===== src/rtl/gray_seq_pkg.sv =====
// Shared definitions for the Gray code sequencer.
//   - Sequencer state encoding.
//   - Geometry constants:
//       B_W      binary count width
//       SEQ_LEN  binary period
//       OFFSET   virtual-space offset
//       CYC_LEN  full cyclic period (two phases)
//   - Helpers that map a cycle position to its VSB word and its Gray code.
package gray_seq_pkg;

    localparam int B_W     = 4;
    localparam int SEQ_LEN = 11;
    localparam int OFFSET  = (1 << B_W) - SEQ_LEN;
    localparam int CYC_LEN = 2 * SEQ_LEN;
    localparam int POS_W   = 5;
    localparam int VSB_W   = B_W + 1;

    localparam logic [POS_W-1:0] POS_SEQ  = POS_W'(SEQ_LEN);
    localparam logic [POS_W-1:0] POS_CYC  = POS_W'(CYC_LEN);
    localparam logic [POS_W-1:0] POS_LAST = POS_W'(CYC_LEN - 1);
    localparam logic [POS_W-1:0] POS_OFF  = POS_W'(OFFSET);

    typedef enum logic [1:0] {
        ST_IDLE = 2'd0,
        ST_RUN  = 2'd1,
        ST_DONE = 2'd2
    } state_t;

    // Phase 1 (p < SEQ_LEN) uses the lower part of the binary space with the
    // MSB set. Phase 0 is shifted up by OFFSET, so the two halves meet at
    // mirror points of the reflected Gray code and the cycle stays single-step.
    function automatic logic [VSB_W-1:0] pos_to_vsb(input logic [POS_W-1:0] p);
        logic [POS_W-1:0] shifted;
        shifted = p - POS_SEQ + POS_OFF;
        if (p < POS_SEQ) begin
            return {1'b1, p[B_W-1:0]};
        end
        return {1'b0, shifted[B_W-1:0]};
    endfunction

    function automatic logic [VSB_W-1:0] bin2gray(input logic [VSB_W-1:0] v);
        return v ^ (v >> 1);
    endfunction

endpackage


===== src/rtl/gray_pos_enc.sv =====
// Combinational position encoder.
// Ports:
//   pos  in   cycle position 0..CYC_LEN-1
//   f    out  phase flag (1 in the first half of the cycle)
//   b    out  binary count within the phase
//   g    out  cyclic Gray code of the position
module gray_pos_enc
    import gray_seq_pkg::*;
(
    input  logic [POS_W-1:0] pos,
    output logic             f,
    output logic [B_W-1:0]   b,
    output logic [VSB_W-1:0] g
);

    logic [VSB_W-1:0] vsb;
    logic [POS_W-1:0] pos_off;

    always_comb begin
        vsb     = pos_to_vsb(pos);
        pos_off = pos - POS_SEQ;
        f       = vsb[B_W];
        b       = f ? pos[B_W-1:0] : pos_off[B_W-1:0];
        g       = bin2gray(vsb);
    end

endmodule


===== src/rtl/gray_seq_ctrl.sv =====
// Gray code sequencer / output controller.
// Ports:
//   CLK, RST_N        clock (rising edge), async active-low reset
//   START, STOP       one-cycle commands
//   LEN, START_POS    burst length (0 = continuous) and start position,
//                     both sampled on an accepted START
//   OUT_READY         consumer accepts the current code
//   OUT_VALID         OUT_G/OUT_B/OUT_F/POS carry a valid code
//   OUT_G/OUT_B/OUT_F Gray code, binary count and phase of POS
//   POS               current cycle position
//   BUSY, DONE, ERR   status: not idle / burst-end pulse / bad start position
module gray_seq_ctrl
    import gray_seq_pkg::*;
#(
    parameter int LEN_W = 8
) (
    input  logic             CLK,
    input  logic             RST_N,
    input  logic             START,
    input  logic             STOP,
    input  logic [LEN_W-1:0] LEN,
    input  logic [POS_W-1:0] START_POS,
    input  logic             OUT_READY,
    output logic             OUT_VALID,
    output logic [VSB_W-1:0] OUT_G,
    output logic [B_W-1:0]   OUT_B,
    output logic             OUT_F,
    output logic [POS_W-1:0] POS,
    output logic             BUSY,
    output logic             DONE,
    output logic             ERR
);

    state_t           state_reg, state_next;
    logic [POS_W-1:0] pos_reg, pos_next;
    logic [LEN_W-1:0] rem_reg, rem_next;
    logic             valid_reg, valid_next;
    logic             done_reg, done_next;
    logic             err_reg, err_next;
    logic             busy_reg, busy_next;
    logic [VSB_W-1:0] g_reg, g_next;
    logic [B_W-1:0]   b_reg, b_next;
    logic             f_reg, f_next;
    logic             accept;

    // The encoded outputs are derived from the next position and registered
    // together with it, so they can never disagree with POS.
    gray_pos_enc u_enc (
        .pos (pos_next),
        .f   (f_next),
        .b   (b_next),
        .g   (g_next)
    );

    always_comb begin
        state_next = state_reg;
        pos_next   = pos_reg;
        rem_next   = rem_reg;
        valid_next = 1'b0;
        done_next  = 1'b0;
        err_next   = 1'b0;
        accept     = valid_reg & OUT_READY;

        case (state_reg)
            ST_IDLE: begin
                // STOP overrides a simultaneous START.
                if (START && !STOP) begin
                    state_next = ST_RUN;
                    valid_next = 1'b1;
                    rem_next   = LEN;
                    if (START_POS >= POS_CYC) begin
                        pos_next = '0;
                        err_next = 1'b1;
                    end else begin
                        pos_next = START_POS;
                    end
                end
            end
            ST_RUN: begin
                valid_next = 1'b1;
                if (accept) begin
                    pos_next = (pos_reg == POS_LAST) ? '0 : pos_reg + POS_W'(1);
                    // A zero remaining count means continuous mode.
                    if (rem_reg != '0) begin
                        rem_next = rem_reg - LEN_W'(1);
                        if (rem_reg == LEN_W'(1)) begin
                            state_next = ST_DONE;
                        end
                    end
                end
                if (STOP) begin
                    state_next = ST_DONE;
                end
                // Leaving RUN withdraws any unaccepted code.
                if (state_next == ST_DONE) begin
                    valid_next = 1'b0;
                    done_next  = 1'b1;
                end
            end
            ST_DONE: begin
                state_next = ST_IDLE;
            end
            default: begin
                state_next = ST_IDLE;
            end
        endcase

        busy_next = (state_next != ST_IDLE);
    end

    always_ff @(posedge CLK or negedge RST_N) begin
        if (!RST_N) begin
            state_reg <= ST_IDLE;
            pos_reg   <= '0;
            rem_reg   <= '0;
            valid_reg <= 1'b0;
            done_reg  <= 1'b0;
            err_reg   <= 1'b0;
            busy_reg  <= 1'b0;
            g_reg     <= bin2gray(VSB_W'(1 << B_W));
            b_reg     <= '0;
            f_reg     <= 1'b1;
        end else begin
            state_reg <= state_next;
            pos_reg   <= pos_next;
            rem_reg   <= rem_next;
            valid_reg <= valid_next;
            done_reg  <= done_next;
            err_reg   <= err_next;
            busy_reg  <= busy_next;
            g_reg     <= g_next;
            b_reg     <= b_next;
            f_reg     <= f_next;
        end
    end

    assign OUT_VALID = valid_reg;
    assign OUT_G     = g_reg;
    assign OUT_B     = b_reg;
    assign OUT_F     = f_reg;
    assign POS       = pos_reg;
    assign BUSY      = busy_reg;
    assign DONE      = done_reg;
    assign ERR       = err_reg;

endmodule


===== config.mk =====
export PLATFORM = sky130hd
export DESIGN_NAME = gray_seq_ctrl
export DESIGN_NICKNAME = d
export VERILOG_FILES = /design/src/rtl/gray_seq_pkg.sv /design/src/rtl/gray_pos_enc.sv /design/src/rtl/gray_seq_ctrl.sv
export SDC_FILE = /design/constraint.sdc
export NUM_CORES = 1
export LEC_CHECK = 0
export BUFFER_PORTS_ARGS = -buffer_cell sky130_fd_sc_hd__buf_2
export CORE_MARGIN = 2
export CORE_UTILIZATION = 58
export DETAILED_ROUTE_END_ITERATION = 8
export GPL_TIMING_DRIVEN = 1
export MAX_ROUTING_LAYER = met4
export PLACE_DENSITY = 0.81
export SLEW_MARGIN = 20
export SYNTH_ARGS = -nofsm -noshare
export SYNTH_HDL_FRONTEND = slang
export SYNTH_SLANG_ARGS = --single-unit

===== constraint.sdc =====
create_clock -name CLK -period 6.65 [get_ports CLK]
set_input_delay 0 -clock CLK [delete_from_list [all_inputs] [get_ports CLK]]
set_output_delay 0 -clock CLK [all_outputs]
set_load 0.01 [all_outputs]

==> reports/qor.json, run 1 <==
{
  "status": "complete, no violations",
  "grt_util_all_layers": 0.250,
  "cts-resized-gates": 0,
  "ir_drop_uv": 287,
  "grt_max_degree": 29,
  "netlist-cell-type-count": 59,
  "yosys.area_share.adder": 0.0438,
  "drt_pre_antenna_iters": 4,
  "top_cells_by_count_synth": "sky130_fd_sc_hd__dfrtp_1, sky130_fd_sc_hd__o21ai_0, sky130_fd_sc_hd__nor2_1",
  "timing_worst_setup_path_type": "reg -> reg",
  "route.final.wire_length_um": 3880,
  "postSynthAreaPerCell_um2": 9.74,
  "core_region_area_mm2": 0.00278,
  "cts.sinks": 28,
  "timing.clock.skew_ps": 3.29,
  "postLayoutSetupSlackWorst_ps": 3510,
  "place_congestion": 0.889,
  "wl_cell_um": 15.5,
  "power_report.internal_total_w": 0.000443,
  "final_nets": 244,
  "period_share": 0.472,
  "timing.hold.ws_ps": 4.29,
  "final_period_minus_worst_setup_slack_ps": 3140,
  "synth_edf_count": 0,
  "yosys.area_share.simple": 0.196,
  "synth.top_cells.by_area": "sky130_fd_sc_hd__dfrtp_1, sky130_fd_sc_hd__o21ai_0, sky130_fd_sc_hd__ha_1, sky130_fd_sc_hd__a21oi_1, sky130_fd_sc_hd__dfstp_2",
  "worst_hold_path_type": "in -> reg",
  "cts.reportedPaths.clkPinSlew_ps": 150,
  "synth_top_family_by_area": "compound AO/OA/AOI/OAI gates",
  "first_global_vias": 1403,
  "async_reset_ff_frac": 1.00,
  "flip_flop_count_of_the_largest_register_after_layout": 8,
  "yosys_most_used_dff": "sky130_fd_sc_hd__dfrtp_1",
  "synth-warning-count": 0,
  "report.final.slew_viol_count": 0,
  "finalHoldViolCount": 0,
  "clock_buffer_count_from_cts": 3,
  "dieWidth_um": 58.4,
  "p_leak_nw": 0.914,
  "cts.hold.buffers_added": 9,
  "antenna_found_initial": 0,
  "netSwitchingPower_w": 0.000314,
  "startpoint_type": "flip-flop",
  "placed_area_mm2": 0.00188,
  "finish.instance_area_mm2": 0.00203,
  "synth.area.mux_share": 0.00584,
  "power.density_cell_area_mw_per_mm2": 374,
  "tightest_slew_ps": 716,
  "setup_tns_final_ps": 0,
  "synth_compound_area_frac": 0.253,
  "ant_nets": 0,
  "rsz0062_at_grt": "no",
  "initial_utilization": 0.616,
  "utilization": 0.728,
  "fillCellCount": 212,
  "drtIter0Drc": 69,
  "post_drt_via_cell_ratio": 6.00,
  "cts_post_setup_buffers_inserted": 0,
  "critPathArrivalTime_ps": 3400,
  "clock_power_share": 0.148,
  "power.share.combinational": 0.477,
  "power_switching_share": 0.415,
  "clk-insertion-delay-late_ps": 320,
  "crit_path_cell_trace": "nand2b_1 > nor4_1 > a221o_1 > ha_1 > inv_1 > o32a_1 > and2_1 > nor2_2 > o32ai_2 > xor2_1",
  "p_seq_frac": 0.375,
  "dp_slack_ps": 3600,
  "grt_first_pass_wirelength_um": 6350,
  "yosys.cell_count.top_type": "sky130_fd_sc_hd__dfrtp_1",
  "critical_path.slowest_cell": "sky130_fd_sc_hd__nand2b_1",
  "kind_of_end_point_of_the_critical_path": "flip-flop",
  "cts_tree": "built",
  "die_h_um": 58.4,
  "n_antenna_cell": 0,
  "delay_contributed_by_the_slowest_stage_of_the_critical_path_ps": 510,
  "rows": 19,
  "clock_tree.htree_level_count": 1,
  "cts_buffer_depth": 2,
  "globalRouteOverflowTotal": 0,
  "die_area_mm2": 0.00341,
  "synth.cell_area_mm2": 0.00171,
  "clock_root_buffer": "sky130_fd_sc_hd__clkbuf_4",
  "route.detailed.drc": 0,
  "cp_data_required_time_ps": 6910,
  "cap_violations": 0,
  "flow.area_growth_from_synthesis_pct": 18.2,
  "yosys.area_share.xor_xnor": 0.0358,
  "post_synthesis_cell_type_with_the_largest_combined_area": "sky130_fd_sc_hd__dfrtp_1",
  "boundaryPins": 37,
  "ys_seq_area_frac": 0.410,
  "detailroute.via_count": 1500,
  "detailedPlacementHpwl_um": 2810,
  "critical_path_peak_fanout": 20,
  "fmaxAchievable_mhz": 318,
  "yosys_register_bits": 28,
  "synth_top_area_share": 0.380,
  "postSynthNetCount": 200,
  "post_synth_inst_count": 176,
  "finalSetupViolCount": 0,
  "layout-drive-gt1-share": 0.301,
  "numPortBuffers": 36,
  "relSlewSlack": 0.523
}
cell families (layout without fill, tap and decap cells):
group / after synthesis / count (layout)
buf+inv: 18 / 61
compound gates: 58 / 58
simple gates: 58 / 58
flops: 28 / 28
fa+ha+maj: 6 / 6
mux: 1 / 1
xor+xnor: 7 / 7
per-layer routing:
metal,wire length (µm),track usage
met5,0,-
met4,30,0.0598
met3,182,0.0242
met2,2020,0.429
met1,1650,0.319
final cells by class:
class	instances	area, µm²	area share
multi-input combinational	130	916	0.452
sequential	28	703	0.347
timing repair buffer	45	270	0.133
inverter	12	45.0	0.0222
tap	31	38.8	0.0191
clock inverter	1	30.0	0.0148
clock buffer	3	22.5	0.0111
power groups by stage:
stage          Sequential (W)  Clock [W]  Combinational, W
2_1_floorplan        0.000298          0          0.000252
3_3_place_gp         0.000284          0          0.000345
3_5_place_dp         0.000287          0          0.000357
4_1_cts              0.000283   0.000115          0.000363
5_1_grt              0.000291   0.000118          0.000401
6_report             0.000284   0.000112          0.000361
cells in the final DEF, fill, tap and decap left out, types with 2 or more instances in the layout:
| cell | count |
|---|---|
| sky130_fd_sc_hd__a21oi_1 | 12 |
| sky130_fd_sc_hd__a21oi_2 | 3 |
| sky130_fd_sc_hd__a22oi_1 | 2 |
| sky130_fd_sc_hd__a31oi_1 | 2 |
| sky130_fd_sc_hd__buf_2 | 36 |
| sky130_fd_sc_hd__clkbuf_4 | 3 |
| sky130_fd_sc_hd__dfrtp_1 | 26 |
| sky130_fd_sc_hd__dfstp_2 | 2 |
| sky130_fd_sc_hd__dlygate4sd3_1 | 9 |
| sky130_fd_sc_hd__ha_1 | 6 |
| sky130_fd_sc_hd__inv_1 | 10 |
| sky130_fd_sc_hd__inv_2 | 2 |
| sky130_fd_sc_hd__nand2_1 | 13 |
| sky130_fd_sc_hd__nand2b_1 | 3 |
| sky130_fd_sc_hd__nand3_1 | 2 |
| sky130_fd_sc_hd__nor2_1 | 14 |
| sky130_fd_sc_hd__nor2_2 | 2 |
| sky130_fd_sc_hd__nor4_1 | 6 |
| sky130_fd_sc_hd__o21ai_0 | 18 |
| sky130_fd_sc_hd__o221ai_1 | 2 |
| sky130_fd_sc_hd__o31ai_1 | 2 |
| sky130_fd_sc_hd__o32a_1 | 2 |
| sky130_fd_sc_hd__xnor2_1 | 4 |
| sky130_fd_sc_hd__xor2_1 | 3 |
critical path, delay by kind of cell, from the launching register on:
kind | cells | cell delay [ps]
buffers and inverters | 1 | 130
XOR/XNOR | 1 | 160
AND/OR/NAND/NOR | 4 | 1190
AO/OA/AOI/OAI | 3 | 800
flip-flops | 1 | 490
adder cells (fa/ha/maj) | 1 | 310
per-stage QoR:
step	power (W)	cells
after global routing	0.000810	250
after detailed placement	0.000643	237
after global placement	0.000629	237
after floorplan	0.000550	176
final	0.000757	250
after CTS	0.000761	250
path summary, 6_finish.rpt:
| check | slack, ps | endpoint | from | depth (start not counted) |
|---|---|---|---|---|
| setup reg to reg | 3510 | OUT_G[2] | state_reg[1] | 10 |
| max in group asynchronous | 6050 | POS[2] | RST_N | 2 |
| hold / removal | 4 | rem_reg[1] | LEN[1] | 3 |
| setup / recovery | 3510 | OUT_G[2] | state_reg[1] | 10 |
| min in group asynchronous | 200 | ERR | RST_N | 2 |
| hold reg to reg | 550 | rem_reg[7] | rem_reg[7] | 2 |
Note: power is estimated with default switching activity, not from simulation.
==> run 2: changes to the inputs <==
- CORE_UTILIZATION: 58 -> 54
- PLACE_DENSITY: 0.81 -> 0.76
- clock period: 6.65 -> 3.1 ns (I/O delays scaled with it)
==> run 2 against run 1 <==
Compared with the run above: non-clock buffer count grew 6; clock-buffer cell count is the same; maximum frequency grew 8.4%; total power grew 120%; largest cell class unchanged; sequential share of layout area shrank 1.3 points; combinational power grew 120%; die area grew 6.9%; highest routed layer unchanged; via count grew 2.8%; routed wire length grew 5.3%; largest power group unchanged; worst setup slack lost 3300 ps; final area grew 3.8%; hold slack gained 23 ps.
==> reports/qor.json, run 2 (synthesis gave the netlist of run 1 again) <==
{
  "status": "complete, no violations",
  "report.final.slew_viol_count": 0,
  "delay_contributed_by_the_slowest_stage_of_the_critical_path_ps": 600,
  "cts_buffer_depth": 2,
  "kind_of_end_point_of_the_critical_path": "flip-flop",
  "p_leak_nw": 0.950,
  "place_inst": 252,
  "ant_nets": 0,
  "fillCellCount": 227,
  "final_nets": 250,
  "rsz0062_at_grt": "no",
  "cp_data_required_time_ps": 3370,
  "numPortBuffers": 36,
  "detailedPlacementHpwl_um": 2790,
  "fmaxAchievable_mhz": 345,
  "layout.cells.non_filler": 269,
  "flip_flop_count_of_the_largest_register_after_layout": 8,
  "grt_max_degree": 29,
  "final_cell_mix": "sky130_fd_sc_hd__buf_2, sky130_fd_sc_hd__dfrtp_1, sky130_fd_sc_hd__o21ai_0, sky130_fd_sc_hd__nor2_1, sky130_fd_sc_hd__nand2_1",
  "period_share": 0.935,
  "crit_path_cell_trace": "or4b_4 > a21oi_4 > a221o_2 > ha_1 > inv_1 > o32a_1 > and2_1 > nor2_2 > o32ai_2 > xor2_1",
  "relSlewSlack": 0.549,
  "final_period_minus_worst_setup_slack_ps": 2900,
  "most_common_cell_after_layout_fill_and_taps_aside": "sky130_fd_sc_hd__buf_2",
  "route.detailed.drc": 0,
  "critical_path_peak_fanout": 8,
  "worst_hold_path_type": "in -> reg",
  "core_region_area_mm2": 0.00303,
  "finalHoldViolCount": 0,
  "antenna_found_initial": 0,
  "timing_worst_setup_path_type": "reg -> reg",
  "cts.reportedPaths.clkPinSlew_ps": 160,
  "setup_tns_final_ps": 0,
  "grt_first_pass_wirelength_um": 6710,
  "rows": 20,
  "detailroute.via_count": 1542,
  "tightest_slew_ps": 670,
  "wl_cell_um": 15.2,
  "place_congestion": 0.837,
  "flow.area_growth_from_synthesis_pct": 22.7,
  "initial_utilization": 0.566,
  "clock_root_buffer": "sky130_fd_sc_hd__clkbuf_4",
  "drtIter0Drc": 134,
  "power.density_cell_area_mw_per_mm2": 786,
  "grt_util_all_layers": 0.253,
  "cap_violations": 0,
  "clock_buffer_count_from_cts": 3,
  "dieWidth_um": 60.3,
  "clock_tree.htree_level_count": 1,
  "cts_tree": "built",
  "globalRouteOverflowTotal": 0,
  "die_h_um": 60.3,
  "layout-drive-gt1-share": 0.316,
  "ir_drop_uv": 425,
  "critical_path.slowest_cell": "sky130_fd_sc_hd__or4b_4",
  "cts.sinks": 28,
  "timing.clock.skew_ps": 4.09,
  "n_antenna_cell": 0,
  "first_global_vias": 1522,
  "boundaryPins": 37,
  "clk-insertion-delay-late_ps": 330,
  "die_area_mm2": 0.00364,
  "post_drt_via_cell_ratio": 5.73,
  "critPathArrivalTime_ps": 3170,
  "finalSetupViolCount": 0,
  "startpoint_type": "flip-flop",
  "drt_pre_antenna_iters": 4,
  "route.final.wire_length_um": 4090
}
-- run 2: cell count changes in the layout (fill, tap and decap cells not counted) --
cell	change
sky130_fd_sc_hd__dlygate4sd3_1	+1
sky130_fd_sc_hd__nor4b_4	+1
sky130_fd_sc_hd__buf_4	+5
sky130_fd_sc_hd__nor4b_2	-1
sky130_fd_sc_hd__nor2b_2	-1
sky130_fd_sc_hd__nor2b_4	+1
-- run 2: final timing paths --
kind | slack [ps] | depth (start not counted) | end | startpoint
worst max register to register | 200 | 10 | OUT_G[2] | state_reg[0]
worst min-delay path | 30 | 3 | rem_reg[2] | LEN[2]
max in group asynchronous | 2500 | 2 | rem_reg[7] | RST_N
min in group asynchronous | 200 | 2 | POS[0] | RST_N
worst min register to register | 510 | 2 | rem_reg[7] | rem_reg[7]
worst max-delay path | 200 | 10 | OUT_G[2] | state_reg[0]
-- run 2: cell type report --
type | count | area, µm² | area share
clock buffer | 3 | 22.5 | 0.0107
clock inverter | 1 | 30.0 | 0.0143
inverter | 12 | 45.0 | 0.0214
multi-input combinational | 130 | 930 | 0.442
sequential | 28 | 703 | 0.334
tap | 44 | 55.1 | 0.0262
timing repair buffer | 51 | 318 | 0.151
-- run 2: worst max-delay path, delay by kind of cell, from the launching register on --
kind	cells	cell delay (ps)
compound gates	4	870
flops	1	520
buf+inv	1	110
simple gates	3	890
fa+ha+maj	1	280
xor+xnor	1	170
-- run 2: report_power, final --
group	internal [W]	switching, W	total (W)
combinational	0.000337	0.000466	0.000803
clock	0.000131	0.000111	0.000242
sequential	0.000500	0.000109	0.000609
total	0.000968	0.000686	0.00165
-- run 2: timing repair --
item                                   in CTS  in global routing
endpoints found under the hold margin      35                  0
resized for setup                           0                  2
setup endpoints to repair                   0                  2
hold buffers                               10                  0
buffers inserted                            0                  3
-- run 2: metal layers --
metal	share of wire	vias up	track usage
met4	0.012	0	0.111
met3	0.043	8	0.0320
li1	-	744	-
met5	0	-	-
met2	0.52	49	0.411
met1	0.42	741	0.316
-- run 2: through the flow --
step                total power [W]  area, µm²  hold slack [ps]   util  worst slack (ps)
floorplan                   0.00118       1710             -296      -               479
global placement            0.00135       1910             45.7  0.632               294
detailed placement          0.00138       1910             62.7  0.632               111
CTS                         0.00163       2070             16.1  0.683              74.1
global route                0.00179       2100             54.6  0.695              21.9
finish                      0.00165       2100             27.3  0.695               203
==> run 3: changes to the inputs <==
- CORE_MARGIN: 2 -> 3
==> run 3 against run 2 <==
Compared with the run above: combinational power is 2.9% lower; worst setup slack better by 11 ps; critical path depth is 1 lower; clock-buffer cell count stayed put; flip-flop and latch count stayed put; via count is 0.78% higher; total power is 1.3% lower; hold slack worse by 1.5 ps; global-route usage is 2.9 points lower; clock skew is 1.1 ps lower.
==> reports/qor.json, run 3 (synthesis gave the netlist of run 1 again) <==
{
  "cap_violations": 0,
  "die_area_mm2": 0.00389,
  "rows": 19,
  "cts.sinks": 28,
  "dp_slack_ps": 178,
  "wl_cell_um": 14.4,
  "report.final.slew_viol_count": 0,
  "flow.area_growth_from_synthesis_pct": 21.2,
  "critPathArrivalTime_ps": 3140,
  "ff2ff_setup_slack_ps": 210,
  "met3WireLength_um": 181,
  "power_w": 0.00163,
  "power.density_cell_area_mw_per_mm2": 785,
  "r2r_start": "state_reg[1]",
  "detailedPlacementHpwl_um": 2780,
  "final_period_minus_worst_setup_slack_ps": 2890,
  "most_common_cell_after_layout_fill_and_taps_aside": "sky130_fd_sc_hd__buf_2",
  "clock_tree.htree_level_count": 1,
  "holdPathEnd": "rem_reg[2]",
  "critical_path.slowest_cell": "sky130_fd_sc_hd__dfrtp_1",
  "postLayoutSetupSlackWorst_ps": 214,
  "worst_hold_path_type": "in -> reg",
  "finalSetupViolCount": 0,
  "final_nets": 247,
  "drtIter0Drc": 90,
  "setup_tns_final_ps": 0,
  "dieWidth_um": 62.3,
  "kind_of_end_point_of_the_critical_path": "flip-flop",
  "die_h_um": 62.3,
  "ir_drop_uv": 390,
  "cp_data_required_time_ps": 3360,
  "grt_util_all_layers": 0.224,
  "cpLargestDelayFamily": "compound AO/OA/AOI/OAI gates",
  "post_drt_via_cell_ratio": 5.89,
  "ant_nets": 0,
  "relSlewSlack": 0.562,
  "route.detailed.drc": 0,
  "p_leak_nw": 0.929,
  "wl_met2_um": 1960,
  "cts.reportedPaths.clkPinSlew_ps": 160,
  "first_global_vias": 1600,
  "top_layer_used": "met4",
  "met1_length_um": 1570,
  "globalRouteOverflowTotal": 0,
  "timing.critical_path.buf_inv": 0,
  "place_congestion": 0.962,
  "tightest_slew_ps": 651,
  "critical_hold_path_startpoint": "LEN[2]",
  "fmaxAchievable_mhz": 346,
  "layout.cells.non_filler": 264,
  "grt_first_pass_wirelength_um": 6980,
  "detailroute.via_count": 1554,
  "cts_buffer_depth": 2,
  "timing_worst_setup_path_type": "reg -> reg",
  "numPortBuffers": 36,
  "fillCellCount": 223,
  "core_region_area_mm2": 0.00290,
  "finalHoldViolCount": 0,
  "worst_hold_path.num_cells": 3,
  "grt_max_degree": 29,
  "initial_utilization": 0.591,
  "layout-drive-gt1-share": 0.324,
  "clock_root_buffer": "sky130_fd_sc_hd__clkbuf_4",
  "period_share": 0.931,
  "clk-insertion-delay-late_ps": 330,
  "timing.rr.end": "OUT_G[2]",
  "crit_path_cell_trace": "nor4b_4 > a21oi_2 > a221o_2 > ha_1 > o32a_1 > nand2_1 > o21ai_1 > o32ai_2 > xor2_1",
  "cts_tree": "built",
  "cts_post_setup_buffers_inserted": 0,
  "r2r.worst_path.cells": 9,
  "boundaryPins": 37,
  "final_cell_mix": "sky130_fd_sc_hd__buf_2, sky130_fd_sc_hd__dfrtp_1, sky130_fd_sc_hd__o21ai_0, sky130_fd_sc_hd__nor2_1, sky130_fd_sc_hd__nand2_1",
  "n_antenna_cell": 0,
  "antenna_found_initial": 0,
  "flip_flop_count_of_the_largest_register_after_layout": 8,
  "route.final.wire_length_um": 3800,
  "timing.clock.skew_ps": 2.97,
  "critical_path_peak_fanout": 8,
  "status": "complete, no violations",
  "timing.hold.ws_ps": 25.8,
  "place_inst": 250,
  "clock_buffer_count_from_cts": 3,
  "delay_contributed_by_the_slowest_stage_of_the_critical_path_ps": 520,
  "drt_pre_antenna_iters": 4,
  "startpoint_type": "flip-flop"
}
-- run 3: cell count changes in the layout (fill, tap and decap cells not counted) --
cell                      delta
sky130_fd_sc_hd__buf_4       -3
sky130_fd_sc_hd__dfrtp_1     -3
sky130_fd_sc_hd__dfrtp_2     +3
sky130_fd_sc_hd__a221o_1     -1
sky130_fd_sc_hd__a221o_2     +1
sky130_fd_sc_hd__nor2b_2     +1
sky130_fd_sc_hd__nor2b_4     -1
-- run 3: worst max path at each step --
stage	startpoint	to	slack (ps)	depth (start not counted)
after floorplan	POS[1]	OUT_G[2]	480	12
after global placement	state_reg[0]	OUT_G[2]	340	10
after detailed placement	state_reg[0]	OUT_G[2]	180	9
after CTS	state_reg[0]	OUT_G[2]	130	9
after global routing	state_reg[0]	OUT_G[2]	-7	9
final	state_reg[1]	OUT_G[2]	210	9
-- run 3: final cells by class --
type                    count  area (µm²)  area share
clock inverters             1        30.0      0.0144
multi-input cells         130         926       0.446
inverters                  12        45.0      0.0217
flip-flops and latches     28         707       0.340
repair buffers             48         295       0.142
clock buffers               3        22.5      0.0108
well taps                  42        52.6      0.0253
-- run 3: repair_timing --
item | CTS | global route
hold buffers | 10 | 0
endpoints found under the hold margin | 36 | 0
resized for setup | 0 | 5
endpoints found under the setup margin | 0 | 1
-- run 3: where the power goes --
part           total (W)  switching [W]  internal, W
combinational   0.000780       0.000453     0.000327
clock           0.000241       0.000111     0.000131
sequential      0.000612       0.000109     0.000503
total            0.00163       0.000672     0.000960
-- run 3: metal layers --
layer,global-route usage,vias up
met5,-,-
met4,0.0964,0
met3,0.0306,10
met2,0.380,55
met1,0.268,743
li1,-,746
-- run 3: worst reg2reg max path, stage by stage, from the launching register on --
cell and delay [ps]:
sky130_fd_sc_hd__dfrtp_1 520, sky130_fd_sc_hd__nor4b_4 330, sky130_fd_sc_hd__a21oi_2 100, sky130_fd_sc_hd__a221o_2 490, sky130_fd_sc_hd__ha_1 290, sky130_fd_sc_hd__o32a_1 370, sky130_fd_sc_hd__nand2_1 110, sky130_fd_sc_hd__o21ai_1 90
sky130_fd_sc_hd__o32ai_2 320, sky130_fd_sc_hd__xor2_1 200
-- run 3: metrics by stage --
stage	utilization	instance area, µm²
floorplan	-	1710
global placement	0.659	1910
detailed placement	0.659	1910
CTS	0.712	2060
global route	0.717	2080
finish	0.717	2080
